**config.mk**
```make
export PLATFORM = sky130hd
export DESIGN_NAME = rvfi_liveness_sequencer_flat
export DESIGN_NICKNAME = d
export VERILOG_FILES = /design/src/rtl/rvfi_liveness_sequencer_if.sv /design/src/rtl/rvfi_liveness_sequencer.sv /design/src/flat_wrapper.sv
export SDC_FILE = /design/constraint.sdc
export NUM_CORES = 1
export LEC_CHECK = 0
export BUFFER_PORTS_ARGS = -buffer_cell sky130_fd_sc_hd__buf_2
export CORE_MARGIN = 1
export CORE_UTILIZATION = 50
export DETAILED_ROUTE_END_ITERATION = 16
export GPL_ROUTABILITY_DRIVEN = 0
export GPL_TIMING_DRIVEN = 0
export PLACE_DENSITY = 0.76
export SETUP_SLACK_MARGIN = 0.5
export SYNTH_ARGS = -nofsm -noshare
export SYNTH_HDL_FRONTEND = slang
export SYNTH_SLANG_ARGS = --single-unit
```
**constraint.sdc**
```tcl
create_clock -name clock -period 5.4 [get_ports clock]
set_input_delay 0.54 -clock clock [delete_from_list [all_inputs] [get_ports clock]]
set_output_delay 0.54 -clock clock [all_outputs]
set_load 0.005 [all_outputs]
```
**src/rtl/rvfi_liveness_sequencer_if.sv**
```systemverilog
// RVFI retire-port bundle seen by the liveness sequencer.
// The core side (or bench) drives it through the master modport.
// The sequencer observes it through the slave modport.
interface rvfi_liveness_sequencer_if #(
    parameter int NRET = 1
) ();
    logic [NRET-1:0]    rvfi_valid;
    logic [NRET-1:0]    rvfi_halt;
    logic [64*NRET-1:0] rvfi_order;

    modport master (
        output rvfi_valid,
        output rvfi_halt,
        output rvfi_order
    );

    modport slave (
        input rvfi_valid,
        input rvfi_halt,
        input rvfi_order
    );
endinterface

```
**src/rtl/rvfi_liveness_sequencer.sv**
```systemverilog
// Trigger/check strobe sequencer for the RVFI liveness checker.
// After a settle time it fires o_trig on the first non-halting retirement of
// the checked channel, fires o_check CHECK_DEPTH cycles later, then sits in DONE.
// It also flags whether the successor instruction (order+1) retired.
// The optional halt-abort feature is enabled by defining RVFI_LIVENESS_SEQ_HALT_ABORT_EN.
// When it is enabled, an extra o_aborted port is present.
//
// state  | meaning
// -------+-------------------------------------------------------------
// IDLE   | settle counter running, no trigger permitted
// ARMED  | waiting for a non-halting retirement on CHANNEL_IDX
// WAIT   | window counter running down after the trigger
// CHECK  | one-cycle check strobe
// DONE   | sequence finished, terminal until reset
module rvfi_liveness_sequencer #(
    parameter int NRET           = 1,
    parameter int CHANNEL_IDX    = 0,
    parameter int TRIG_MIN_CYCLE = 10,
    parameter int CHECK_DEPTH    = 20,
    parameter int CNT_W          = 16
) (
    input  logic                           clock,
    input  logic                           reset,
    rvfi_liveness_sequencer_if.slave       i_rvfi,
    output logic                           o_trig,
    output logic                           o_check,
    output logic                           o_armed,
    output logic [63:0]                    o_trig_order,
    output logic                           o_next_seen,
    output logic                           o_done
`ifdef RVFI_LIVENESS_SEQ_HALT_ABORT_EN
    ,
    output logic                           o_aborted
`endif
);

    localparam logic [2:0] S_IDLE  = 3'd0;
    localparam logic [2:0] S_ARMED = 3'd1;
    localparam logic [2:0] S_WAIT  = 3'd2;
    localparam logic [2:0] S_CHECK = 3'd3;
    localparam logic [2:0] S_DONE  = 3'd4;

    localparam logic [CNT_W-1:0] TRIG_MIN  = CNT_W'(TRIG_MIN_CYCLE);
    localparam logic [CNT_W-1:0] TRIG_LAST = CNT_W'((TRIG_MIN_CYCLE == 0) ? 0 : TRIG_MIN_CYCLE - 1);
    localparam logic [CNT_W-1:0] WIN_LOAD  = CNT_W'((CHECK_DEPTH < 1) ? 0 : CHECK_DEPTH - 1);
    localparam logic [CNT_W-1:0] CNT_ONE   = CNT_W'(1);

    logic [2:0]       r_state;
    logic [2:0]       w_state_nxt;
    logic [CNT_W-1:0] r_cycle_cnt;
    logic [CNT_W-1:0] r_win_cnt;
    logic [63:0]      r_trig_order;
    logic             r_next_seen;

    logic             w_trig;
    logic [63:0]      w_ch_order;
    logic [63:0]      w_succ_ref;
    logic             w_succ_hit;
    logic             w_succ_en;
    logic             w_halt_any;

    assign w_ch_order = i_rvfi.rvfi_order[64*CHANNEL_IDX +: 64];
    assign w_trig     = (r_state == S_ARMED) && i_rvfi.rvfi_valid[CHANNEL_IDX]
                        && !i_rvfi.rvfi_halt[CHANNEL_IDX] && !reset;
    assign w_halt_any = |(i_rvfi.rvfi_valid & i_rvfi.rvfi_halt);

    // In the trigger cycle the captured order is not yet registered, so the
    // successor is referenced from the live channel order instead.
    assign w_succ_ref = (r_state == S_ARMED) ? (w_ch_order + 64'd1) : (r_trig_order + 64'd1);
    assign w_succ_en  = w_trig || (r_state == S_WAIT) || (r_state == S_CHECK);

    // Successor match across all retire channels.
    always_comb begin
        w_succ_hit = 1'b0;
        for (int k = 0; k < NRET; k++) begin
            if (i_rvfi.rvfi_valid[k] && (i_rvfi.rvfi_order[64*k +: 64] == w_succ_ref))
                w_succ_hit = 1'b1;
        end
    end

    // Next-state decode.
    always_comb begin
        w_state_nxt = r_state;
        case (r_state)
            S_IDLE:  if (TRIG_MIN_CYCLE == 0 || r_cycle_cnt == TRIG_LAST) w_state_nxt = S_ARMED;
            S_ARMED: if (w_trig) w_state_nxt = (CHECK_DEPTH <= 1) ? S_CHECK : S_WAIT;
            S_WAIT: begin
`ifdef RVFI_LIVENESS_SEQ_HALT_ABORT_EN
                if (w_halt_any)
                    w_state_nxt = S_DONE;
                else
`endif
                if (r_win_cnt <= CNT_ONE)
                    w_state_nxt = S_CHECK;
            end
            S_CHECK: w_state_nxt = S_DONE;
            S_DONE:  w_state_nxt = S_DONE;
            default: w_state_nxt = S_IDLE;
        endcase
    end

    // State, counters, trigger capture and sticky successor flag.
    always_ff @(posedge clock) begin
        if (reset) begin
            r_state      <= S_IDLE;
            r_cycle_cnt  <= '0;
            r_win_cnt    <= '0;
            r_trig_order <= '0;
            r_next_seen  <= 1'b0;
        end else begin
            r_state <= w_state_nxt;
            if (r_cycle_cnt != TRIG_MIN)
                r_cycle_cnt <= r_cycle_cnt + CNT_ONE;
            if (w_trig) begin
                r_trig_order <= w_ch_order;
                r_win_cnt    <= WIN_LOAD;
            end else if (r_state == S_WAIT && r_win_cnt != '0) begin
                r_win_cnt <= r_win_cnt - CNT_ONE;
            end
            if (w_succ_en && w_succ_hit)
                r_next_seen <= 1'b1;
        end
    end

`ifdef RVFI_LIVENESS_SEQ_HALT_ABORT_EN
    logic r_aborted;

    // Sticky record that a halt cut the window short.
    always_ff @(posedge clock) begin
        if (reset)
            r_aborted <= 1'b0;
        else if (r_state == S_WAIT && w_halt_any)
            r_aborted <= 1'b1;
    end

    assign o_aborted = r_aborted;
`else
    logic w_halt_unused;
    assign w_halt_unused = w_halt_any;
`endif

    assign o_trig       = w_trig;
    assign o_check      = (r_state == S_CHECK);
    assign o_armed      = (r_state == S_ARMED);
    assign o_done       = (r_state == S_DONE);
    assign o_trig_order = r_trig_order;
    assign o_next_seen  = r_next_seen;

endmodule

```
**src/flat_wrapper.sv**
```systemverilog
// flat-port wrapper written by rule: the top's interface ports become plain ports
module rvfi_liveness_sequencer_flat 
#(
    parameter int NRET           = 1,
    parameter int CHANNEL_IDX    = 0,
    parameter int TRIG_MIN_CYCLE = 10,
    parameter int CHECK_DEPTH    = 20,
    parameter int CNT_W          = 16
)
  (clock, reset, o_trig, o_check, o_armed, o_trig_order, o_next_seen, o_done, i_rvfi_rvfi_valid, i_rvfi_rvfi_halt, i_rvfi_rvfi_order);
  rvfi_liveness_sequencer_if #(.NRET(NRET)) i_rvfi_i ();
  input  logic clock;
  input  logic reset;
  output logic o_trig;
  output logic o_check;
  output logic o_armed;
  output logic [63:0] o_trig_order;
  output logic o_next_seen;
  output logic o_done;
  input wire logic [$bits(i_rvfi_i.rvfi_valid)-1:0] i_rvfi_rvfi_valid;
  input wire logic [$bits(i_rvfi_i.rvfi_halt)-1:0] i_rvfi_rvfi_halt;
  input wire logic [$bits(i_rvfi_i.rvfi_order)-1:0] i_rvfi_rvfi_order;
  assign i_rvfi_i.rvfi_valid = i_rvfi_rvfi_valid;
  assign i_rvfi_i.rvfi_halt = i_rvfi_rvfi_halt;
  assign i_rvfi_i.rvfi_order = i_rvfi_rvfi_order;
  rvfi_liveness_sequencer #(.NRET(NRET), .CHANNEL_IDX(CHANNEL_IDX), .TRIG_MIN_CYCLE(TRIG_MIN_CYCLE), .CHECK_DEPTH(CHECK_DEPTH), .CNT_W(CNT_W)) u_core (.clock(clock), .reset(reset), .i_rvfi(i_rvfi_i), .o_trig(o_trig), .o_check(o_check), .o_armed(o_armed), .o_trig_order(o_trig_order), .o_next_seen(o_next_seen), .o_done(o_done));
endmodule
```
# Yosys cells after proc, flatten, opt, wreduce, memory -nomap -nowiden
# Index checks and enable logic that the tools add are counted.
# op_classes
addsub,4
magnitude_cmp,1
n_eq_ne,10
muxes,8
reduce_logical,16
# op_table
operator,n
$add 64x1->64 const B,2
$eq 64x64->1,1
$mux 64,1
$add 16x1->16 const B,1
$eq 16x4->1 const B,1
$le 16x1->1 const B,1
$ne 16x4->1 const B,1
$reduce_bool 16->1,1
$sub 16x1->16 const B,1
$pmux 3 s4,1
$mux 5,2
$mux 3,3
$eq 3x2->1 const B,2
$logic_and 1x1->1,6
$ne 2x1->1 const B,2
$reduce_or 2->1,2
$eq 3x1->1 const B,1
$eq 3x3->1 const B,1
$logic_not 3->1,1
$reduce_and 3->1,1
$logic_not 1->1,2
$logic_or 1x1->1,2
$ne 2x2->1 const B,1
$reduce_bool 2->1,1
$mux 1,1
# totals
regBits,100
inputBits,68
output_inout_bits,69

# Longest topological paths before layout
# Gate-level depths: netlist of run 1.
# depth
depth_word,7
mapped_depth,23
mapped_depth_nobuf,14

# Least setup slack after synthesis of run 1
# No wires, ideal clock.
# synth_timing
kind,register to register
start,register u_core.r_state[0]
end,register u_core.r_next_seen (netlist: u_core.o_next_seen)
setup_ns,0.087
t_arrival_ns,4.986
required_ns,5.313
slack_ns,0.327
stages_incl_launch_ff,23
path_buffers,9
synth_period_minus_slack_ns,5.073
path_cell_list,dfxtp_1 or3b_1 buf_6 inv_4 buf_2 buf_2 buf_2 buf_2 buf_2 buf_1 nand2_1 nand2_1 ha_1 buf_1 nor4b_2 a2bb2o_4 buf_6 nor3b_4 a31oi_1 nor4_1 nand3_1 or4_1 o31ai_1
# synth_via
elab_chain_cells,7
# synth_lines
element,line,rtl
"start, declared",rvfi_liveness_sequencer.sv:48,logic [2:0] r_state;
"start signal, assigned",rvfi_liveness_sequencer.sv:111,r_state <= w_state_nxt;
$eq 3x1->1 *,--,
named net o_armed,flat_wrapper.sv:16,output logic o_armed;
"parallel branches: the longest is 5 deep, another holds $mux 64",--,
$logic_and 1x1->1 *,rvfi_liveness_sequencer.sv:120,if (w_succ_en && w_succ_hit)
"end signal, assigned",rvfi_liveness_sequencer.sv:109,r_next_seen <= 1'b0;
"end signal, assigned",rvfi_liveness_sequencer.sv:121,r_next_seen <= 1'b1;
"end, declared",rvfi_liveness_sequencer.sv:53,logic r_next_seen;
# Mark *: on every way through the listed nets, which the timed path passes.
# A chain may end at the register's enable or synchronous reset.

# Final worst setup path of run 1
# layout_timing
start,register u_core.r_state[2]
end,register u_core.r_next_seen (netlist: u_core.o_next_seen)
# layout_via
elab_chain_cells,7
# layout_lines
element,line
"parallel branches: the longest is 6 deep, another holds $mux 64",--
$logic_and 1x1->1 *,rvfi_liveness_sequencer.sv:120
# Every way passes the cells marked *.

==> results of run 1 <==
-- cell type report --
cell class	instances	area (um^2)	share of cell area
buffer	53	355	0.0409
clock buffer	11	253	0.0291
clock inverter	5	66.3	0.00764
inverter	15	63.8	0.00735
multi-input combinational	752	5030	0.579
sequential	100	2010	0.231
tap	180	225	0.0259
timing repair buffer	135	683	0.0787
-- cell usage in the layout (no fill, tap or decap), types with 9 or more instances in the layout --
cell type  instances
buf_2            135
dfxtp_1           98
nand2_1           85
nand3_1           77
nor2_1            74
a22o_1            63
xnor2_1           62
nand4_1           51
xor2_1            48
clkbuf_1          30
a21oi_1           26
o21ai_0           24
nor3_1            23
nor4_1            18
and3_1            16
inv_1             14
nand2b_1          11
and4_1            11
or3_1             11
mux2i_1           11
a22oi_1           10
clkbuf_16          9
-- metal layers --
layer,wire [um],share of wire,up-vias
met1,10300,0.41,3767
met2,10500,0.42,547
li1,-,-,3749
met3,2920,0.12,106
met4,1160,0.046,0
met5,0,0,-
-- power by group through the flow --
stage	clock [mW]	sequential, mW	combinational [mW]
finish	0.699	0.742	0.172
floorplan	0	0.759	0.0859
global route	0.735	0.742	0.185
CTS	0.704	0.743	0.164
detailed placement	0	0.760	0.162
global placement	0	0.760	0.161
-- stage by stage --
stage	TNS, ps	total power [mW]	util
after floorplan	0	0.845	-
after global placement	-1040	0.921	0.583
after detailed placement	-1140	0.922	0.583
after CTS	0	1.61	0.614
after global routing	0	1.66	0.621
final	0	1.61	0.621
-- kinds of logic after synthesis --
family,after synthesis,synth area share
AO/OA/AOI/OAI,191,0.199
adder cells (fa/ha/maj),6,0.0104
AND/OR/NAND/NOR,427,0.316
flip-flops,100,0.276
XOR/XNOR,110,0.133
buffers and inverters,68,0.0400
multiplexers,18,0.0261
-- repair_timing --
action | 4_1_cts | 5_1_grt
endpoints found under the setup margin | 2 | 1
setup buffers | 3 | 0
endpoints found under the hold margin | 0 | 0
resized for setup | 35 | 25
pin swaps | 6 | 5
-- worst max-delay path by stage --
stage / from / to / slack (ps) / depth (start not counted)
floorplan: u_core.r_state[0] / u_core.o_next_seen / 570 / 23
CTS: u_core.r_state[0] / u_core.o_next_seen / 510 / 23
global route: u_core.r_state[2] / u_core.o_next_seen / 470 / 23
global placement: u_core.r_state[1] / u_core.o_next_seen / -1040 / 21
finish: u_core.r_state[2] / u_core.o_next_seen / 660 / 22
detailed placement: u_core.r_state[1] / u_core.o_next_seen / -1140 / 21
-- sequential cells by signal, indices dropped and copies added (netlist names) --
register,count
u_core.o_trig_order,64
u_core.r_cycle_cnt,16
u_core.r_win_cnt,16
u_core.r_state,3
u_core.o_next_seen,1
-- critical path, cell delays in order, from the launching register on --
cell and delay (ps):
dfxtp_1 350, or3b_4 410, buf_8 170, inv_8 100, buf_12 140, buf_12 150, buf_12 150, buf_8 150
buf_8 150, buf_8 140, nand2_1 60, nand2_1 60, ha_1 160, buf_6 140, nor4b_4 320, a2bb2o_4 250
buf_6 140, nor3_2 210, xnor2_1 100, or4_4 560, a2111oi_4 330, nand4_1 160, o31ai_2 230
==> impl_metrics.csv, run 1 <==
group,metric,value,unit
synthesis,synth_cells,920,
pwr,p_per_area,186,nW/um^2
synthesis,synth_most_common_cell,"dfxtp_1",
floorplanning,fp.dieArea,15000,um^2
synthesis,synth_top_area_frac,0.276,
pwr,p_seq_frac,0.460,
critical_path,critical_path_arrival,5020,ps
cts,clock_path_buffers,2,
sta,hold_viol,0,
placement,numPlacedInstances,1232,
synthesis,yosysWarnings,0,
floorplanning,io_pins,137,
pwr,clockPowerShare,0.433,
layout,num_antenna_cells,0,
global_routing,grt_pass1_vias,7477,
critical_path,r2r-start,"u_core.r_state[2]",
placement,place_ws,-1140,ps
pwr,p_leak,3.46,nW
floorplanning,rows,43,
routing,drt_iter0_drc,1246,
critical_path,critical_path_class,"reg2reg",
global_routing,grt_usage,0.337,
synthesis,syn-num-nets,994,
global_routing,grt_overflow,0,
flow_run,drv_cap,0,
floorplanning,initial_core_util,0.518,
global_routing,gr-usage-met1,0.444,
layout,fillers,1268,
pwr,sw_frac_of_total,0.261,
floorplanning,die_height,122,um
synthesis,seq_area_frac_synth,0.276,
synthesis,synth_area_leaders,"dfxtp_1, a22o_1, xnor2_1, xor2_1, nand3_1",
placement,dp_hpwl,18700,um
pwr,combPwrFrac,0.107,
cts,clk_latency,360,ps
pwr,p_int,1.19,mW
sta,drv_slew,0,
synthesis,syn_area_per_cell,7.88,um^2
synthesis,async_flop_share,0,
sta,finClkSkew,3.63,ps
critical_path,worst_setup_path_start_kind,"flip-flop",
sta,min_period,4740,ps
routing,detail-route-antenna-nets,0,
sta,hold_slack,423,ps
global_routing,antenna_found_initial,0,
sta,slew_headroom,0.269,
critical_path,cp_data_required_time,5680,ps
routing,vias,8169,
layout,drive_above_1_share,0.192,
sta,rsz0062_at_grt,"false",
hold_path,hold_class,"in2reg",
global_routing,met2_usage,0.495,
cts,cts_tree,"yes",
synthesis,synth_common_cells,"dfxtp_1, nand2_1, nand3_1",
floorplanning,coreArea,14000,um^2
pwr,peakVddDrop,0.000177,V
cts,cts-root-buf,"clkbuf_16",
layout,nets,1140,
cts,cts.sinks,100,
synthesis,synth_cell_types,75,
global_routing,globalRoute.busiestLayer,"met2",
cts,cts_hold_buf,0,
synthesis,synth-edff-count,0,
pwr,switching_power,0.420,mW
hold_path,holdCritStartpoint,"i_rvfi_rvfi_order[63]",
critical_path,r2r_slack,660,ps
layout,layout.cells.non_filler,1251,
sta,layout_setup_ws,657,ps
layout,fin_area,8680,um^2
cts,clkTransAtPathRegs,70,ps
placement,io_buffers,132,
routing,drt_drc_violations_left,0,
global_routing,grt_pass1_wl,38800,um
cts,numCtsBuffers,9,
hold_path,hold_path_depth,2,
critical_path,crit_fanout,10,
critical_path,rr_endpoint,"u_core.o_next_seen",
routing,drt_first_pass_iters,6,
hold_path,min_to,"u_core.o_trig_order[63]",
sta,setup_viol,0,
layout,syn_to_final_growth,19.8,%
synthesis,synth_seq_cells,100,
synthesis,synthFlopType,"dfxtp_1",
cts,cts_max_level,3,
routing,routedWlPerCell,19.9,um
global_routing,grt_max_degree,18,
placement,place_area,8150,um^2
routing,drt-total-wl,24900,um
routing,vias_per_cell,6.53,
synthesis,yosys.area.top_type,"dfxtp_1",
sta,fmax,0.211,GHz
critical_path,ff2ff_path_depth,22,
sta,worst_slew_pin_slew,1090,ps
critical_path,cp-end-kind,"flip-flop",
outcome,outcome,"finished clean",
synthesis,synth_area,7250,um^2
sta,period_share,0.878,
global_routing,grtUsageMet3,0.103,
floorplanning,fp.dieW,122,um
Note: power is estimated with default switching activity, not from simulation.
==> run 2, diff against run 1 <==
Settings changed: ABC_AREA set to 1, ABC_CLOCK_PERIOD_IN_PS set to 5400, PLACE_DENSITY 0.76 to 0.74.
==> run 2 against run 1 <==
Compared with the run above:
- utilization is 3.5 points lower
- clock skew is 5.1 ps higher
- sequential power is 6.9% higher
- clock power is 5.7% lower
- critical endpoint unchanged
==> impl_metrics.csv, run 2 <==
group,metric,value,unit
sta,layout_setup_ws,1610,ps
sta,period_share,0.701,
placement,dp_hpwl,27700,um
critical_path,critical_path.most_common_cell,"nand2_1",
synthesis,synth_cell_types,39,
routing,vias,11700,
sta,slew_headroom,0.406,
hold_path,min_to,"u_core.r_win_cnt[1]",
sta,finalSetupTns,0,ps
sta,hold_viol,0,
global_routing,grt_usage,0.382,
layout,largest_reg_flops,64,
sta,min_period,3790,ps
critical_path,cp_data_required_time,5690,ps
sta,rsz0062_at_grt,"false",
layout,fin_area,10200,um^2
critical_path,critical_path_class,"reg2reg",
layout,fillers,1869,
placement,place_ws,1880,ps
routing,routedWlPerCell,17.0,um
cts,numCtsBuffers,9,
cts,cts-root-buf,"clkbuf_16",
layout,mostFrequentLayoutCells,"nand2_1, nor2_1, inv_1",
sta,finClkSkew,8.70,ps
critical_path,r2r_slack,1610,ps
routing,drt_drc_violations_left,0,
synthesis,seq_area_frac_synth,0.225,
critical_path,crit_slowest_cell,"dfxtp_1",
synthesis,synth_area,8910,um^2
critical_path,crit_family,"simple AND/OR/NAND/NOR gates",
synthesis,yosysWarnings,0,
critical_path,crit_chain,"inv_2 -> nand3_2 -> buf_6 -> nand2_1 -> nand2_1 -> ha_1 -> nand2_1 -> nor2_1 -> nand2_2 -> nor2_4 -> nand2_1 -> clkinv_1 -> nand3_1 -> nand3_1 -> nand2_1 -> inv_1 -> nand2_1 -> nor2_1 -> nand2_1 -> nor2_1 -> nand2_1 -> a21oi_1",
floorplanning,initial_core_util,0.514,
floorplanning,fp.dieArea,18400,um^2
cts,cts_tree,"yes",
floorplanning,coreArea,17400,um^2
sta,fmax,0.264,GHz
synthesis,synth-edff-count,0,
synthesis,yosys.area.top_type,"nand2_1",
routing,drt_first_pass_iters,7,
critical_path,cp-startpoint,"u_core.r_state[1]",
sta,drv_slew,0,
critical_path,critical_path_arrival,4080,ps
global_routing,grt_pass1_wl,53300,um
synthesis,synthFlopType,"dfxtp_1",
hold_path,holdCritStartpoint,"reset",
layout,nets,1895,
layout,drive_above_1_share,0.119,
global_routing,antenna_found_initial,0,
synthesis,synth_area_leaders,"nand2_1, dfxtp_1, nand3_1, nor2_1, inv_1",
global_routing,grt_pass1_vias,10100,
synthesis,async_flop_share,0,
critical_path,r2r-start,"u_core.r_state[1]",
critical_path,critPathBufInv,4,
critical_path,rr_endpoint,"u_core.o_next_seen",
pwr,p_leak,4.86,nW
global_routing,grt_max_degree,18,
critical_path,ff2ff_path_depth,22,
floorplanning,fp.dieW,136,um
synthesis,synth_most_common_cell,"nand2_1",
global_routing,grt_overflow,0,
synthesis,syn-num-nets,1748,
critical_path,worst_setup_path_start_kind,"flip-flop",
layout,seq_area,2000,um^2
synthesis,synth_top_area_frac,0.260,
placement,place_area,9880,um^2
floorplanning,io_pins,137,
layout,syn_to_final_growth,14.0,%
cts,cts_hold_buf,0,
floorplanning,die_height,136,um
routing,drt-total-wl,34800,um
pwr,peakVddDrop,0.000161,V
cts,cts_setup_buffers,0,
sta,setup_viol,0,
hold_path,hold_path_depth,2,
cts,clk_latency,360,ps
layout,multi_input_area,5750,um^2
synthesis,synth_seq_cells,100,
outcome,outcome,"finished clean",
routing,detail-route-antenna-nets,0,
critical_path,crit_fanout,10,
hold_path,hold_class,"in2reg",
critical_path,cp-end-kind,"flip-flop",
synthesis,synth_cells,1674,
layout,num_antenna_cells,0,
pwr,total_power,2.46,mW
cts,cts_resized,0,
cts,cts.sinks,100,
routing,drt_iter0_drc,1475,
floorplanning,rows,48,
synthesis,syn_area_per_cell,5.32,um^2
sta,worst_slew_pin_slew,891,ps
synthesis,synth_common_cells,"nand2_1, nor2_1, inv_1",
cts,cts_max_level,3,
cts,clkTransAtPathRegs,70,ps
layout,final_common_cell,"nand2_1",
cts,clock_path_buffers,2,
pwr,p_per_area,242,nW/um^2
critical_path,crit_path_max_incr_delay,400,ps
flow_run,drv_cap,0,
routing,vias_per_cell,5.70,
placement,io_buffers,136,
layout,fin_util,0.585,
-- run 2: cell types whose count changed after synthesis, sizes merged, moves of 41 or more --
cell,previous run,this run
o22ai,7,52
nor2,74,236
nand2,85,619
xnor2,62,3
o21ai,26,67
inv,15,224
nand3,77,181
a22o,63,1
-- run 2: cells by family after synthesis --
group | Yosys count | share of synthesized area
AND/OR/NAND/NOR | 1093 | 0.513
buffers and inverters | 287 | 0.130
AO/OA/AOI/OAI | 172 | 0.108
flip-flops | 100 | 0.225
XOR/XNOR | 16 | 0.0157
adder cells (fa/ha/maj) | 6 | 0.00842
-- run 2: area by class of cell --
type	count	area share
Multi-Input combinational cell	1287	0.566
Sequential cell	100	0.197
Inverter	239	0.0883
Timing Repair Buffer	136	0.0670
Tap cell	225	0.0277
Buffer	48	0.0260
Clock buffer	10	0.0235
Clock inverter	5	0.00443
-- run 2: per-layer routing --
metal  up-vias  part of all wire  wire length (um)  track usage
met5         -                 0                 0            0
met4         0             0.054              1900        0.217
met3       153              0.13              4600       0.0677
li1       5606                 -                 -            -
met1      5137              0.40             13900        0.514
met2       785              0.41             14400        0.574
-- run 2: power breakdown --
group,internal [mW],total (mW),switching (mW)
Sequential,0.767,0.793,0.0258
Clock,0.331,0.659,0.328
Combinational,0.299,1.00,0.704
Total,1.40,2.46,1.06
-- run 2: how the worst max path moves through the flow --
| stage | slack, ps | cells after the start | end |
|---|---|---|---|
| 4_1_cts | 1860 | 22 | u_core.o_next_seen |
| 5_1_grt | 1500 | 22 | u_core.o_next_seen |
| 3_5_place_dp | 1880 | 22 | u_core.o_next_seen |
| 2_1_floorplan | 2830 | 22 | u_core.o_next_seen |
| 3_3_place_gp | 1920 | 22 | u_core.o_next_seen |
| 6_report | 1610 | 22 | u_core.o_next_seen |
-- run 2: metrics by stage --
stage	hold slack [ps]	instances
finish	374	2050
floorplan	426	1674
CTS	370	2050
global placement	441	2035
detailed placement	440	2035
global route	384	2050
